<file path="src/rtl/parameters.sv">
// ALU control codes shared by the decoder and the execution unit.
`ifndef ALU_PARAMETERS_SV
`define ALU_PARAMETERS_SV
`define ALU_AND     4'b0000
`define ALU_OR      4'b0001
`define ALU_ADD     4'b0010
`define ALU_SUB     4'b0110
`define ALU_INVALID 4'b1000
`endif

</file>
<file path="src/rtl/alu_exec.sv">
// Two-stage valid/ready ALU execution unit: stage 1 captures op/operands, stage 2 holds result and flags.
// Optional signed-overflow detection is enabled by defining ALU_OVF_EN.
`ifndef ALU_PARAMETERS_SV
`define ALU_PARAMETERS_SV
`define ALU_AND     4'b0000
`define ALU_OR      4'b0001
`define ALU_ADD     4'b0010
`define ALU_SUB     4'b0110
`define ALU_INVALID 4'b1000
`endif

module alu_exec #(
  parameter int WIDTH     = 32,
  parameter int ERR_CNT_W = 8
) (
  input  logic                 clk,
  input  logic                 rst_n,
  input  logic                 in_valid,
  output logic                 in_ready,
  input  logic [3:0]           in_alucontrol,
  input  logic [WIDTH-1:0]     in_a,
  input  logic [WIDTH-1:0]     in_b,
  output logic                 out_valid,
  input  logic                 out_ready,
  output logic [WIDTH-1:0]     out_result,
  output logic                 out_zero,
  output logic                 out_ovf,
  output logic                 out_err,
  output logic [ERR_CNT_W-1:0] err_count
);

  localparam logic [ERR_CNT_W-1:0] ERR_MAX = {ERR_CNT_W{1'b1}};

  logic                 s1_valid_q, s1_valid_d;
  logic [3:0]           s1_op_q, s1_op_d;
  logic [WIDTH-1:0]     s1_a_q, s1_a_d;
  logic [WIDTH-1:0]     s1_b_q, s1_b_d;

  logic                 out_valid_q, out_valid_d;
  logic [WIDTH-1:0]     out_result_q, out_result_d;
  logic                 out_zero_q, out_zero_d;
  logic                 out_ovf_q, out_ovf_d;
  logic                 out_err_q, out_err_d;
  logic [ERR_CNT_W-1:0] err_count_q, err_count_d;

  logic                 s2_free;
  logic                 s1_move;
  logic [WIDTH-1:0]     exe_result;
  logic                 exe_err;
  logic                 exe_ovf;

  assign s2_free  = !out_valid_q || out_ready;
  assign in_ready = !s1_valid_q || s2_free;
  assign s1_move  = s1_valid_q && s2_free;

  always_comb begin
    exe_result = '0;
    exe_err    = 1'b0;
    exe_ovf    = 1'b0;
    case (s1_op_q)
      `ALU_ADD: begin
        exe_result = s1_a_q + s1_b_q;
`ifdef ALU_OVF_EN
        exe_ovf = (s1_a_q[WIDTH-1] == s1_b_q[WIDTH-1]) &&
                  (exe_result[WIDTH-1] != s1_a_q[WIDTH-1]);
`endif
      end
      `ALU_SUB: begin
        exe_result = s1_a_q - s1_b_q;
`ifdef ALU_OVF_EN
        exe_ovf = (s1_a_q[WIDTH-1] != s1_b_q[WIDTH-1]) &&
                  (exe_result[WIDTH-1] != s1_a_q[WIDTH-1]);
`endif
      end
      `ALU_AND: exe_result = s1_a_q & s1_b_q;
      `ALU_OR:  exe_result = s1_a_q | s1_b_q;
      default:  exe_err    = 1'b1;
    endcase
  end

  always_comb begin
    s1_valid_d   = s1_valid_q;
    s1_op_d      = s1_op_q;
    s1_a_d       = s1_a_q;
    s1_b_d       = s1_b_q;
    out_valid_d  = out_valid_q;
    out_result_d = out_result_q;
    out_zero_d   = out_zero_q;
    out_ovf_d    = out_ovf_q;
    out_err_d    = out_err_q;
    err_count_d  = err_count_q;

    // A fresh capture may overwrite stage 1 in the same cycle it drains.
    if (in_valid && in_ready) begin
      s1_valid_d = 1'b1;
      s1_op_d    = in_alucontrol;
      s1_a_d     = in_a;
      s1_b_d     = in_b;
    end else if (s1_move) begin
      s1_valid_d = 1'b0;
    end

    if (s1_move) begin
      out_valid_d  = 1'b1;
      out_result_d = exe_result;
      out_zero_d   = (exe_result == '0);
      out_ovf_d    = exe_ovf;
      out_err_d    = exe_err;
      if (exe_err && (err_count_q != ERR_MAX)) begin
        err_count_d = err_count_q + 1'b1;
      end
    end else if (out_ready) begin
      out_valid_d = 1'b0;
    end
  end

  always_ff @(posedge clk) begin
    if (!rst_n) begin
      s1_valid_q   <= 1'b0;
      s1_op_q      <= '0;
      s1_a_q       <= '0;
      s1_b_q       <= '0;
      out_valid_q  <= 1'b0;
      out_result_q <= '0;
      out_zero_q   <= 1'b0;
      out_ovf_q    <= 1'b0;
      out_err_q    <= 1'b0;
      err_count_q  <= '0;
    end else begin
      s1_valid_q   <= s1_valid_d;
      s1_op_q      <= s1_op_d;
      s1_a_q       <= s1_a_d;
      s1_b_q       <= s1_b_d;
      out_valid_q  <= out_valid_d;
      out_result_q <= out_result_d;
      out_zero_q   <= out_zero_d;
      out_ovf_q    <= out_ovf_d;
      out_err_q    <= out_err_d;
      err_count_q  <= err_count_d;
    end
  end

  assign out_valid  = out_valid_q;
  assign out_result = out_result_q;
  assign out_zero   = out_zero_q;
  assign out_ovf    = out_ovf_q;
  assign out_err    = out_err_q;
  assign err_count  = err_count_q;

endmodule

</file>
<file path="config.mk">
export PLATFORM = sky130hd
export DESIGN_NAME = alu_exec
export DESIGN_NICKNAME = d
export VERILOG_FILES = /design/src/rtl/parameters.sv /design/src/rtl/alu_exec.sv
export SDC_FILE = /design/constraint.sdc
export NUM_CORES = 1
export LEC_CHECK = 0
export ABC_AREA = 0
export BUFFER_PORTS_ARGS = -buffer_cell sky130_fd_sc_hd__buf_4
export CAP_MARGIN = 15
export CORE_AREA = 3 3 113 115
export CTS_CLUSTER_DIAMETER = 100
export DETAILED_ROUTE_END_ITERATION = 8
export DIE_AREA = 0 0 116 118
export PLACE_DENSITY = 0.85
export SLEW_MARGIN = 20
export SYNTH_ARGS = -nofsm -noshare
export SYNTH_HDL_FRONTEND = slang
export SYNTH_SLANG_ARGS = --single-unit
</file>
<file path="constraint.sdc">
create_clock -name clk -period 10.79 [get_ports clk]
set_input_delay 1.6185 -clock clk [delete_from_list [all_inputs] [get_ports clk]]
set_output_delay 1.6185 -clock clk [all_outputs]
set_load 0.01 [all_outputs]
</file>
# Word level (Yosys, flattened, before mapping)
# Index checks and enable logic that the tools add are counted.
# totals
elab_cells,37
reg_bits,112
input_bits,72
# op_classes
n_mux,6
bitwise,2
n_eq_ne,4
add_sub_neg,3
n_reduce_logical,13
# ops
operator,n
$pmux W32 S4,1
$add A32 B32 Y32,1
$and A32 B32 Y32,1
$logic_not A32 Y1,1
$or A32 B32 Y32,1
$sub A32 B32 Y32,1
$add A8 B1 Y8 const B,1
$ne A8 B8 Y1 const B,1
$mux W1,5
$eq A4 B1 Y1 const B,1
$eq A4 B2 Y1 const B,1
$eq A4 B3 Y1 const B,1
$logic_not A4 Y1,1
$reduce_bool A2 Y1,2
$reduce_or A4 Y1,1
$logic_and A1 B1 Y1,3
$logic_not A1 Y1,2
$logic_or A1 B1 Y1,2
$reduce_and A2 Y1,1

# Logic depth before layout (Yosys ltp)
# depth
word_depth,5
ltp_mapped,21
depth_no_buf,20

# Worst setup path after synthesis
# Ideal clock, no wire load.
# synth_path
path_kind,reg2reg
from,reg s1_op_q[0]
to,"reg out_zero_q, in the netlist out_zero"
setup_time_ns,0.059
path_buffers,5
setup_slack_ns,6.380
t_arrival_ns,4.351
period_less_slack_ns,4.410
stages_incl_launch_ff,21
path_cell_list,dfxtp_1 > clkbuf_1 > nor3b_1 > clkbuf_1 > clkbuf_1 > and2_1 > clkbuf_1 > a21oi_1 > xnor2_1 > ha_1 > buf_2 > a21oi_1 > o21ai_0 > a211o_1 > o31ai_1 > mux2i_1 > nand4_1 > nor4_1 > nand4_1 > nor4_1 > a31o_1
# synth_between
elab_chain_cells,3
# synth_lines
item,line_no,rtl
start: declaration,alu_exec.sv:35,"logic [3:0] s1_op_q, s1_op_d;"
start signal: assignment,alu_exec.sv:131,s1_op_q <= s1_op_d;
"$eq A4 B1 Y1, or another cell as far along",alu_exec.sv:60,case (s1_op_q)
$pmux W32 S4 (*),alu_exec.sv:60,
$logic_not A32 Y1 (*),alu_exec.sv:106,out_zero_d = (exe_result == '0);
end signal: assignment,alu_exec.sv:136,out_zero_q <= out_zero_d;
end: declaration,alu_exec.sv:41,"logic out_zero_q, out_zero_d;"
# Every way passes the cells marked *; elsewhere a longest branch is shown, timed or not.
# A chain may end at the register's enable or synchronous reset.

# Worst setup path after layout
# layout_path
from,reg s1_op_q[1]
to,"reg out_zero_q, in the netlist out_zero"
# The elaborated chain is that of the path after synthesis.

==> impl_results.md <==
* Clk root buf: clkbuf_16
* Critical path peak fanout at 30
* M1 GR Usage at 0.4788
* Clock buffer depth at 2
* Final-report setup violation count at 0
* Status: finished clean
* Dpl cell area at 0.008184 mm²
* Fmax at 211.0 MHz
* Share of cells above drive strength 1 at 0.1490
* Post-Syn Nets at ~1100
* Period minus WS final at 4.740 ns
* Number of antenna diodes at 0
* Fin. max-slew vios at 0
* Gr usage total at 0.2988
* DR vias/cell at 6.045
* Worst path arrival time at 5.04 ns
* Buffers on Ports at 115
* Skew final at 0.008060 ns
* Final ANT Viol Nets at 0
* Post-synth top flop: dfxtp_1
* Post-synth top area share at 0.3060
* Skew-Pair Late Insertion Delay at 0.36 ns
* Post-Synthesis Cell Area at 0.007328 mm²
* Die width at around 120 µm
* VDD IR max at 96.30 µV
* Unrepaired setup endpoints after global routing: false
* Most common cell in the netlist: nand2_1
* Area leader, netlist: dfxtp_1
* Post-synth EDFFs at 0
* GR Util met3 at 0.05913
* Post-detailed-placement half-perimeter wirelength at 15650 µm
* Number of global-route vias before repair at 6666
* Final period utilization at 0.4393
* Ys Warns at 0
* Final wirelength at around 20000 µm
* GPL Wtd Cong at 0.9864
* Most Crowded Layer GR: met1
* Fin Setup TNS at 0 ns
* Power per cell area at 129.6 mW/mm²
* Nets at 1177
* CP startpoint kind: flip-flop
* Gr ovfl total at 0
* Core box area at 0.01191 mm²
* Final core utilization at 0.7128
* Boundary Pins at roughly 120
* Avg Cell Area, Syn at 7.321 µm²
* Htree depth at 3
* Syn Inst Count at 1001
* Hold Worst Slack at 0.4630 ns
* Max-cap violations at 0
* Iter 0 DRT Violations at around 650
* Crit Path Class: reg2reg
* Fin. Hold Viols at 0
* Final Cell Area at 0.008491 mm²
* Initial antenna violation count at 0
* Die area at 0.01369 mm²
* Drt drc at 0
* Largest net degree at the start of global routing at 69
* CTS buffer count at 9
* Slew margin rel. at 0.3413
* Area grow syn2layout at 15.86%
* Worst endpoint required time at between 10 and 15 ns
* Synth cell types at between 60 and 70
* Global-route wire length before repair at 33330 µm
* Post-CTS sizing at 0
* Total iterations of the first detailed-routing run at 5
* CTS tree: built
* Die height at 118 µm
* Yosys reg bits at 112
* Sequential element share of the synthesized area at 0.3060
* Leakage at around 3.6 nW
* HP Class: reg2reg
* Asr flop ratio synth at 0
* Largest cells by area after synthesis: dfxtp_1 (31%), nand2_1 (11%), a21oi_1 (9.6%)
* Routed via count at 7381
* Fillcell total at 1035
* Met2 usage at 0.3986
* Synth cell count leaders: nand2_1 (220), a21oi_1 (140), dfxtp_1 (112)
* Core Rows at 40
* Worst Tran Pin Value at between 0.9 and 1 ns
* Crit. End Element: flip-flop
* Setup bufs post-CTS at 0
* Worst-path clk slew at 0.07 ns
* Initial Utilization at 0.6152
* Hold-fix buffers at CTS at 0
* # clock sinks at 112
* Post-DR wirelength/cell at roughly 17 µm
-- logic make-up after synthesis --
group           Yosys count  share of synthesized area
buf+inv                  78                    0.04183
flops                   112                     0.3060
compound gates          295                     0.2477
xor+xnor                 55                    0.06573
mux                       5                   0.006830
simple gates            396                     0.2373
other cells               1                  0.0005117
fa+ha+maj                59                    0.09408
-- critical path, stage by stage (launching register included) --
cell and delay [ns]:
dfxtp_1 0.40, nor3b_2 0.18, buf_4 0.36, and2_1 0.46, nor2_1 0.12, xnor2_1 0.22
ha_1 0.33, a21oi_1 0.30, o21ai_0 0.17, a211o_1 0.36, o31ai_1 0.44, mux2i_1 0.33
nand4_1 0.12, nor4_1 0.29, nand4_1 0.14, nor4_1 0.29, a31o_1 0.17
-- power by group --
group / total [mW] / switching (mW) / internal, mW
sequential: 0.462 / 0.0262 / 0.436
combinational: 0.301 / 0.177 / 0.123
clock: 0.338 / 0.155 / 0.183
-- placed cells by master, fill, tap and decap left out, types with 3 or more instances in the layout --
master	instances
nand2_1	219
a21oi_1	140
buf_4	120
dfxtp_1	112
nor2_1	78
o21ai_0	52
ha_1	35
xor2_1	29
xnor2_1	26
maj3_1	22
a211oi_1	20
nor3_1	18
inv_1	14
o31ai_1	14
nand4_1	13
or3_1	11
nand3_1	11
a22oi_1	10
a21o_1	9
clkbuf_16	9
nor4_1	7
and3_1	7
a31oi_1	7
and2_1	5
nand2b_1	5
mux2i_1	5
o211ai_1	4
nor2b_1	3
a211o_1	3
o21a_1	3
a31o_1	3
and4_1	3
-- per-layer routing --
layer | up-vias | part of all wire
li1 | 3658 | -
met3 | 28 | 0.094
met1 | 3370 | 0.48
met4 | 0 | 0.017
met5 | - | 0
met2 | 325 | 0.41
-- stage by stage --
step,power [mW],worst slack [ns],cells
6_report,1.100,6.050,1221
2_1_floorplan,0.6762,6.380,1001
3_3_place_gp,0.7614,6.267,1205
5_1_grt,1.156,5.715,1221
4_1_cts,1.100,6.139,1221
3_5_place_dp,0.7650,6.159,1205
-- area by class of cell --
| cell class | count | area (µm²) | area share |
|---|---|---|---|
| clock buffers | 9 | 225.2 | 0.02653 |
| clock inverters | 7 | 80.08 | 0.009431 |
| inverters | 15 | 56.30 | 0.006631 |
| multi-input cells | 811 | 4802 | 0.5656 |
| flip-flops and latches | 112 | 2242 | 0.2641 |
| well taps | 147 | 183.9 | 0.02166 |
| repair buffers | 120 | 900.9 | 0.1061 |
-- flip-flops by register name, summed over array words and instances (netlist names) --
name,cells
out_result,32
s1_a_q,32
s1_b_q,32
err_count,8
s1_op_q,4
out_err,1
out_valid,1
out_zero,1
s1_valid_q,1
-- path summary, 6_finish.rpt --
path	endpoint	slack [ns]	from	cells past startpoint
setup / recovery	out_zero$_SDFFE_PN0P_	6.05	s1_op_q[1]$_SDFFE_PN0P_	16
hold / removal	out_err$_SDFFE_PN0P_	0.46	out_err$_SDFFE_PN0P_	2
setup reg to reg	out_zero$_SDFFE_PN0P_	6.05	s1_op_q[1]$_SDFFE_PN0P_	16
hold reg to reg	out_err$_SDFFE_PN0P_	0.46	out_err$_SDFFE_PN0P_	2
(Power assumes the default switching activity.)
